===== src/rtl/alu_issue_seq.sv =====
// Command sequencer for an external single-cycle ALU: accepts a command, issues it, waits for
// the result (with timeout) and holds the result until the downstream consumer takes it.
module alu_issue_seq #(
  parameter int unsigned TIMEOUT = 4
) (
  input  logic       clk,
  input  logic       reset,
  input  logic       cmd_valid,
  output logic       cmd_ready,
  input  logic [3:0] cmd_a,
  input  logic [3:0] cmd_b,
  input  logic [3:0] cmd_ctl,
  input  logic       cmd_cin,
  input  logic       cmd_chain,
  output logic       valid_in,
  output logic [3:0] a,
  output logic [3:0] b,
  output logic       cin,
  output logic [3:0] ctl,
  input  logic       valid_out,
  input  logic [3:0] alu,
  input  logic       carry,
  input  logic       zero,
  output logic       res_valid,
  input  logic       res_ready,
  output logic [3:0] res_data,
  output logic       res_carry,
  output logic       res_zero,
  output logic       res_err,
  output logic [7:0] op_count,
  output logic       busy
);

  typedef enum logic [1:0] {StIdle, StIssue, StWait, StHold} state_e;

  state_e     state_q;
  logic [3:0] wait_cnt_q;
  logic [3:0] acc_q;
  logic       carry_q;

  always_ff @(posedge clk) begin
    if (reset) begin
      state_q    <= StIdle;
      wait_cnt_q <= '0;
      acc_q      <= '0;
      carry_q    <= 1'b0;
      cmd_ready  <= 1'b1;
      valid_in   <= 1'b0;
      a          <= '0;
      b          <= '0;
      cin        <= 1'b0;
      ctl        <= '0;
      res_valid  <= 1'b0;
      res_data   <= '0;
      res_carry  <= 1'b0;
      res_zero   <= 1'b0;
      res_err    <= 1'b0;
      op_count   <= '0;
      busy       <= 1'b0;
    end else begin
      unique case (state_q)
        StIdle: begin
          if (cmd_valid) begin
            cmd_ready <= 1'b0;
            busy      <= 1'b1;
            if (cmd_ctl <= 4'd13) begin
              // Operands are latched here and stay on the ALU port until the op completes.
              a        <= cmd_chain ? acc_q : cmd_a;
              cin      <= cmd_chain ? carry_q : cmd_cin;
              b        <= cmd_b;
              ctl      <= cmd_ctl;
              valid_in <= 1'b1;
              state_q  <= StIssue;
            end else begin
              res_valid <= 1'b1;
              res_err   <= 1'b1;
              res_data  <= '0;
              res_carry <= 1'b0;
              res_zero  <= 1'b0;
              state_q   <= StHold;
            end
          end
        end
        StIssue: begin
          valid_in   <= 1'b0;
          wait_cnt_q <= '0;
          state_q    <= StWait;
        end
        StWait: begin
          if (valid_out) begin
            res_valid <= 1'b1;
            res_err   <= 1'b0;
            res_data  <= alu;
            res_carry <= carry;
            res_zero  <= zero;
            acc_q     <= alu;
            carry_q   <= carry;
            op_count  <= op_count + 8'd1;
            state_q   <= StHold;
          end else if (wait_cnt_q == 4'(TIMEOUT - 1)) begin
            res_valid <= 1'b1;
            res_err   <= 1'b1;
            res_data  <= '0;
            res_carry <= 1'b0;
            res_zero  <= 1'b0;
            state_q   <= StHold;
          end else begin
            wait_cnt_q <= wait_cnt_q + 4'd1;
          end
        end
        StHold: begin
          if (res_ready) begin
            res_valid <= 1'b0;
            cmd_ready <= 1'b1;
            busy      <= 1'b0;
            state_q   <= StIdle;
          end
        end
        default: state_q <= StIdle;
      endcase
    end
  end

endmodule


===== config.mk =====
export PLATFORM = sky130hd
export DESIGN_NAME = alu_issue_seq
export DESIGN_NICKNAME = d
export VERILOG_FILES = /design/src/rtl/alu_issue_seq.sv
export SDC_FILE = /design/constraint.sdc
export NUM_CORES = 1
export LEC_CHECK = 0
export CAP_MARGIN = 20
export CORE_MARGIN = 2
export CORE_UTILIZATION = 46
export DETAILED_ROUTE_END_ITERATION = 12
export PLACE_DENSITY = 0.76
export RECOVER_POWER = 100
export SLEW_MARGIN = 20
export SYNTH_ARGS = -nofsm -noshare
export SYNTH_HDL_FRONTEND = slang
export SYNTH_SLANG_ARGS = --single-unit

===== constraint.sdc =====
create_clock -name clk -period 2.2 [get_ports clk]
set_input_delay 0.66 -clock clk [delete_from_list [all_inputs] [get_ports clk]]
set_output_delay 0.66 -clock clk [all_outputs]
set_load 0.005 [all_outputs]

**Word level (Yosys, flattened, before mapping)**

Index checks and enable logic that the tools add are counted.

- Register bits: 43
- Latch bits: 0
- Memory bits (writable): 0
- ROM bits: 0
- Input bits: 25
- Logic and storage cells: 84
- Memories: 0

- Add/subtract/negate cells: 2
- $mul: 0
- Divide/modulo/power cells: 0
- Order comparisons: 1
- Equal/unequal tests: 11
- Shift-type cells: 0
- Mux-type cells: 39
- Bitwise logic cells: 0
- Reductions and logical operators: 14

Operators with widths:

| operator | number |
|---|---|
| 4-bit two-way mux | 7 |
| 1-bit two-way mux | 17 |
| 4-bit one-hot mux with 2 select lines | 2 |
| 3-bit AND reduction | 5 |
| 2-bit != test, second input constant | 6 |
| 1-bit one-hot mux with 2 select lines | 6 |
| 2-bit two-way mux | 5 |
| 8-bit by 1-bit adder with 8-bit output, second input constant | 1 |
| 2-bit one-hot mux with 4 select lines | 1 |
| 2-bit nonzero test | 4 |
| 5-bit AND reduction | 1 |
| 4-bit by 1-bit adder with 4-bit output, second input constant | 1 |
| 2-bit equality test, second input constant | 2 |
| 4-bit by 2-bit equality test with 1-bit output, second input constant | 1 |
| 4-bit less-or-equal comparator, second input constant | 1 |
| 4-bit AND reduction | 1 |
| 3-bit != test, second input constant | 1 |
| 1-bit one-hot mux with 3 select lines | 1 |
| 3-bit nonzero test | 1 |
| 2-bit by 1-bit equality test with 1-bit output, second input constant | 1 |
| 2-bit zero test | 1 |
| 2-bit AND reduction | 1 |

**Depth between registers and ports, before layout**

Gate-level depths: netlist of the first run.

- Word-level depth: 4
- Gate-level depth with buffers: 8
- Mapped depth without buffers: 6

**Worst setup path after synthesis of the first run**

OpenSTA, ideal clock, no wires.

- Path kind: input to register
- From: input cmd_ctl[3]
- To: register res_carry
- Data arrival time: 1.626 ns
- Slack: 0.504 ns
- Cell stages on the path: 5
- Path buffers: 1
- Path through: nand3_1 -> o22a_1 -> clkbuf_1 -> or3_2 -> a21oi_1

- Word-level cells in the longest chain between the ends: 3

RTL lines:

| element | RTL line | text |
|---|---|---|
| start, declared | 12 | `input logic [3:0] cmd_ctl,` |
| 4-bit less-or-equal comparator | 66 | `if (cmd_ctl <= 4'd13) begin` |
| 2-bit != test (no source line) | - |  |
| 4-bit AND reduction (no source line) | - |  |
| end signal, assigned | 94 | `res_carry <= carry;` |
| end, declared | 27 | `output logic res_carry,` |

No other way between the ends.
A chain may end at the register's enable or synchronous reset.

**Final worst setup path of the first run**

- From: input cmd_ctl[3]
- To: register cin

- Word-level cells in the longest chain between the ends: 2

RTL lines:

| element | RTL line | text |
|---|---|---|
| 4-bit less-or-equal comparator | 66 |  |
| 3-bit AND reduction (no source line) | - |  |
| end signal, assigned | 69 | `cin <= cmd_chain ? carry_q : cmd_cin;` |
| end, declared | 18 | `output logic cin,` |

No other way between the ends.

==> results_dict.tcl, run 1 <==
set metrics [dict create \
    status "finished clean" \
    fin_total_pwr_w 0.00244 \
    clockBufferDepth 2 \
    criticalPathCategory "in -> reg" \
    synth.area.mux_share_pct 3.76 \
    fmax_mhz 503 \
    synth-compound-area-share_pct 15.2 \
    ctsResizeCount 0 \
    cp_top_family "buffers and inverters" \
    cts_inserted_buffers 5 \
    p_leak_nw 1.11 \
    yosys.area.top_type_share_pct 46.2 \
    seq_area_frac_synth_pct 46.2 \
    cts_root_buffer "clkbuf_8" \
    synth_top_cells_by_area "dfxtp_1 46%, a21oi_1 7.8%, nand2_1 7.4%" \
    worstSetupStartpointType "input port" \
    rsz0062_at_grt "no" \
    pin_count 57 \
    hpwl_um 3290 \
    insertion_delay_ns 0.31 \
    core-area_um2 3940 \
    synthAdderAreaFrac_pct 4.03 \
    worstSetupEndpointType "register" \
    grtUsageTotal_pct 20.9 \
    htree_num_levels 2 \
    fp-row-count 23 \
    min_path_type "reg -> reg" \
    grt_pass1_vias 1581 \
    power_density_nw_per_um2 918 \
    cpMostUsedCell "nor2_1" \
    worstPathRequired_ns 2.42 \
    synth_top_family_by_area "simple AND/OR/NAND/NOR gates" \
    syn_avg_cell_area_um2 8.63 \
    mappedNetlistArea_um2 1860 \
    grt_start_max_net_pins 44 \
    drt-total-wl_um 4460 \
    yosysWarnings 0 \
    start_util_pct 47.3 \
    cp_slowest_cell "dlygate4sd3_1" \
    hold_path_end "ctl[1]$_SDFFE_PP0P_" \
    antenna_found_initial 0 \
    drive_gt1_share_pct 9.79 \
    period_needed_ns 1.99 \
    synth-edff-count 0 \
    cts_setup_buffers 0 \
    slew_viol_final 0 \
    rr_worst_depth 6 \
    synthCells 216 \
    cp.arrival_ns 2.20 \
    antenna_cells 0 \
    fp.dieW_um 67.7 \
    ant_nets 0 \
    cap_violations 0 \
    yosys.area.top_type "dfxtp_1" \
    grt-ovfl-total 0 \
    finClkSkew_ns 0.00799 \
    synthSimpleGateAreaFrac_pct 21.8 \
    syn-num-nets 247 \
    n_fill_cell 331 \
    vdd_drop_max_v 0.000350 \
    crit_chain "dlygate4sd3_1, clkbuf_4, and3_1, nor2_1, buf_4, nor2_1, a211oi_1" \
    reg2reg_from "state_q[1]$_SDFFE_PP0P_" \
    hold_violations 0 \
    drc 0 \
    place_ws_ns -0.0313 \
    die-area_um2 4580 \
    synth_xor_area_share_pct 4.23 \
    reg2reg_slack_ns 0.36 \
    fin_nets 316 \
    first_iter_violations 82 \
    hold_buffers 0 \
    via_count 1721 \
    slew_headroom_pct 77.4 \
    synthDistinctLibCells 35 \
    cts_num_sinks 43 \
    syn2layout_area_growth_pct 42.7 \
    r2r_end "res_data[1]$_SDFFE_PP0P_" \
    clkTransAtPathRegs_ns 0.08 \
    synthArstFlopShare_pct 0 \
    ys_seq_elements 43 \
    setup_ws_ns 0.214 \
    finalCritPeriodShare_pct 90.3 \
    synth_ff_type "dfxtp_1" \
    firstDrtPassIters 4 \
    cts_tree "done" \
    min-delay-start "ctl[1]$_SDFFE_PP0P_" \
    fp.dieH_um 67.7 \
    whs_path_depth 2 \
    post_drt_via_cell_ratio 5.12 \
    cpPeakStageDelay_ns 0.56 \
    grt_pass1_wl_um 7140 \
    worst_pin_slew_ns 0.340 \
    routed_wire_length_per_instance_um 13.3 \
    setup_violations 0 \
    cp_max_fo 10 \
    port_buffers 56 \
    cp_num_buf_inv 3 \
    gp_congestion 0.745 \
]
layout by cell type, fill, tap and decap left out, drive strengths merged, types with 7 or more instances in the layout:
cell type / synthesis / layout
dlygate4sd3: 0 / 34
clkbuf: 4 / 12
nand2: 37 / 37
clkdlybuf4s50: 0 / 22
mux2i: 7 / 7
o21ai: 7 / 7
nor2: 17 / 17
a21oi: 29 / 29
buf: 6 / 11
xor2: 8 / 8
dfxtp: 43 / 43
sequential cells by signal (all words and copies together) (netlist names):
name	flops
a	4
acc_q	4
b	4
busy	1
carry_q	1
cin	1
cmd_ready	1
ctl	4
op_count	8
res_carry	1
res_data	4
res_err	1
res_valid	1
res_zero	1
state_q	2
valid_in	1
wait_cnt_q	4
report_power, final:
part / internal [W] / total [W] / switching, W
registers: 0.000902 / 0.000981 / 0.0000794
clock network: 0.000367 / 0.000642 / 0.000274
logic: 0.000401 / 0.000818 / 0.000418
total: 0.00167 / 0.00244 / 0.000772
routing by layer:
layer	track usage (%)	wire [um]	up-vias
met1	26.2	2050	786
met2	33.8	2080	43
met4	7.65	78	0
met5	0	0	-
li1	-	-	886
met3	6.17	244	6
worst reg2reg max path, stage by stage (launching register included):
cell and delay [ns]:
dfxtp_1 0.35, inv_1 0.09, ha_1 0.36, nand2_1 0.12
o22a_1 0.30, or3_2 0.44, a21oi_1 0.13
metrics by stage:
stage / hold WS, ns / util, % / area, um2 / cells / setup TNS, ns
after global placement: 0.441 / 64.8 / 2550 / 328 / 0
after global routing: 0.470 / 67.5 / 2660 / 336 / 0
after CTS: 0.459 / 67.8 / 2670 / 336 / 0
after detailed placement: 0.448 / 64.8 / 2550 / 328 / -0.0980
after floorplan: 0.436 / - / 1860 / 216 / 0
final: 0.454 / 67.5 / 2660 / 336 / 0
kinds of logic (layout without fill, tap and decap cells):
logic type,after synthesis,count (layout)
fa+ha+maj,6,6
compound gates,50,50
simple gates,86,86
mux,7,7
buf+inv,15,85
flops,43,43
xor+xnor,9,9
synthesized netlist by cell type, drive strengths merged, types with 5 or more instances:
| cell type | n |
|---|---|
| buf | 6 |
| ha | 6 |
| nor2 | 17 |
| dfxtp | 43 |
| nor3 | 5 |
| nand4 | 6 |
| nand2 | 37 |
| xor2 | 8 |
| o21ai | 7 |
| a211oi | 6 |
| or3 | 5 |
| a21oi | 29 |
| mux2i | 7 |
worst max path at each step:
stage | cells after the start | to | start
6_report | 7 | cin$_SDFFE_PP0P_ | cmd_ctl[3]
5_1_grt | 5 | res_carry$_SDFFE_PP0P_ | valid_out
4_1_cts | 1 | op_count[2] | op_count[2]$_SDFFE_PP0P_
2_1_floorplan | 5 | res_carry$_SDFFE_PP0P_ | cmd_ctl[3]
3_5_place_dp | 5 | res_data[1]$_SDFFE_PP0P_ | cmd_ctl[3]
3_3_place_gp | 5 | res_data[2]$_SDFFE_PP0P_ | cmd_ctl[3]
layout make-up:
class                   instances  area [um2]  area share (%)
well taps                      50        62.6            2.35
clock buffers                   6        82.6            3.10
inverters                       4        15.0           0.564
clock inverters                 2        35.0            1.32
repair buffers                 73         689            25.9
multi-input cells             158         915            34.4
flip-flops and latches         43         861            32.4
Power figures use the tool's default switching activity.
==> run 2: changes to the inputs <==
--- a/config.mk
+++ b/config.mk
@@ -6,11 +6,12 @@
 export NUM_CORES = 1
 export LEC_CHECK = 0
 export CAP_MARGIN = 20
-export CORE_MARGIN = 2
+export CORE_MARGIN = 1
 export CORE_UTILIZATION = 46
 export DETAILED_ROUTE_END_ITERATION = 12
 export PLACE_DENSITY = 0.76
 export RECOVER_POWER = 100
+export SETUP_SLACK_MARGIN = 0.3
 export SLEW_MARGIN = 20
 export SYNTH_ARGS = -nofsm -noshare
 export SYNTH_HDL_FRONTEND = slang
==> run 2 against run 1 <==
Net effect:
- first-iteration DRC count up 40%
- final cell count is 0.30% lower
- clock skew is 0.0029 ns lower
- die area is 5.8% lower
- via count grew 0.70%
- utilization rose by 3.5 points
- combinational power increased by 5.3%
- routed wire length increased by 1.4%
- clock power down 13%
- final area increased by 0.61%
- hold slack worse by 0.0016 ns
- critical path type unchanged
- largest power group unchanged
==> results_dict.tcl, run 2 (synthesis results as in run 1) <==
set metrics [dict create \
    status "finished clean" \
    fp.dieH_um 65.7 \
    cp.arrival_ns 2.22 \
    fin_nets 317 \
    layout.cells.non_filler 335 \
    core-area_um2 3770 \
    power.share.sequential_pct 40.8 \
    worstSetupStartpointType "input port" \
    slew_viol_final 0 \
    vdd_drop_max_v 0.000449 \
    combinationalPowerShare_pct 35.9 \
    cp_top_family "simple AND/OR/NAND/NOR gates" \
    crit_chain "dlygate4sd3_1, and2_0, nand2_1, or3_2, a21oi_2" \
    firstDrtPassIters 4 \
    worstPathRequired_ns 2.44 \
    grt_start_max_net_pins 44 \
    pin_count 57 \
    placed_cell_area_um2 2550 \
    grt_pass1_vias 1534 \
    cts_setup_buffers 0 \
    syn2layout_area_growth_pct 43.6 \
    start_util_pct 49.4 \
    p_switching_w 0.000784 \
    worst_pin_slew_ns 0.319 \
    cpPeakStageDelay_ns 0.56 \
    cp_slowest_cell "dlygate4sd3_1" \
    intPower_w 0.00161 \
    antenna_found_initial 0 \
    port_buffers 56 \
    cts_tree "done" \
    htree_num_levels 2 \
    finalCritPeriodShare_pct 90.1 \
    regMostFlops "op_count" \
    final_util_pct 71.0 \
    first_iter_violations 115 \
    grt-ovfl-total 0 \
    grtUsageTotal_pct 22.0 \
    min_path_type "reg -> reg" \
    largest_register_ff_count 8 \
    period_needed_ns 1.98 \
    cap_violations 0 \
    grt_pass1_wl_um 7040 \
    gp_congestion 0.751 \
    power_density_nw_per_um2 895 \
    cts_root_buffer "clkbuf_8" \
    hpwl_um 3160 \
    antenna_cells 0 \
    die-area_um2 4310 \
    fmax_mhz 505 \
    worstSetupEndpointType "register" \
    via_count 1733 \
    insertion_delay_ns 0.30 \
    criticalPathCategory "in -> reg" \
    rsz0062_at_grt "yes" \
    slew_headroom_pct 78.6 \
    drc 0 \
    cp_max_fo 6 \
    place_inst 326 \
    clockBufferDepth 2 \
    final_cell_mix "42 x dfxtp_1, 37 x nand2_1, 28 x clkdlybuf4s50_1, 28 x dlygate4sd3_1, 27 x a21oi_1" \
    finalSetupTns_ns 0 \
    hold_violations 0 \
    post_drt_via_cell_ratio 5.17 \
    final_common_cell "dfxtp_1" \
    power_frac_clock_pct 23.3 \
    fp-row-count 22 \
    p_leak_nw 1.08 \
    use_met3_pct 4.69 \
    use_met1_pct 27.7 \
    routed_wire_length_per_instance_um 13.5 \
    cts_num_sinks 43 \
    top_usage_layer "met2" \
    drive_gt1_share_pct 11.8 \
    clkTransAtPathRegs_ns 0.08 \
    fp.dieW_um 65.7 \
    met2_usage_pct 35.1 \
    hold_buffers 0 \
    finClkSkew_ns 0.00511 \
    p_sw_share_pct 32.7 \
    setup_violations 0 \
    cts_inserted_buffers 5 \
    whs_ns 0.453 \
    cp_num_buf_inv 1 \
    final_area_um2 2680 \
    drt-total-wl_um 4520 \
    ant_nets 0 \
]
==> run 2: cell type report <==
type                    count  area, um2
flip-flops and latches     43        862
inverters                   4       15.0
clock buffers               7       96.3
multi-input cells         158        941
fillers                   316       1090
repair buffers             74        694
well taps                  48       60.1
clock inverters             1       7.51
==> run 2: per-stage QoR <==
step / power, W / worst slack (ns)
finish: 0.00240 / 0.218
global route: 0.00257 / 0.129
CTS: 0.00243 / 0.304
floorplan: 0.00148 / 0.504
detailed placement: 0.00186 / -0.0295
global placement: 0.00184 / 0.0157
==> run 2: path summary, 6_finish.rpt <==
check | slack (ns) | start | cells past startpoint | endpoint
worst min-delay path | 0.45 | ctl[3]$_SDFFE_PP0P_ | 2 | ctl[3]$_SDFFE_PP0P_
worst min register to register | 0.45 | ctl[3]$_SDFFE_PP0P_ | 2 | ctl[3]$_SDFFE_PP0P_
worst max-delay path | 0.22 | valid_out | 5 | res_carry$_SDFFE_PP0P_
worst max register to register | 0.38 | wait_cnt_q[0]$_SDFFE_PP0P_ | 5 | res_carry$_SDFFE_PP0P_
==> run 2: tightest hold or removal path, cell delays in order, from the launching register on <==
cell and delay, ns:
dfxtp_1 0.31, nand2_1 0.05, a21oi_1 0.05
==> run 2: repair_timing <==
item / in CTS / in global routing
setup endpoints to repair: 7 / 11
resized for setup: 6 / 9
gates cloned: 0 / 1
pin swaps: 0 / 3
==> run 2: per-layer routing <==
metal | wire [um] | vias up
li1 | - | 890
met1 | 2120 | 790
met2 | 2100 | 44
met3 | 204 | 9
met4 | 93 | 0
met5 | 0 | -
==> run 2: power groups by stage <==
stage	clock network, W	registers [W]	logic [W]
3_3_place_gp	0	0.000996	0.000848
4_1_cts	0.000574	0.000985	0.000869
5_1_grt	0.000617	0.000997	0.000952
2_1_floorplan	0	0.000998	0.000480
6_report	0.000557	0.000978	0.000861
3_5_place_dp	0	0.00100	0.000862
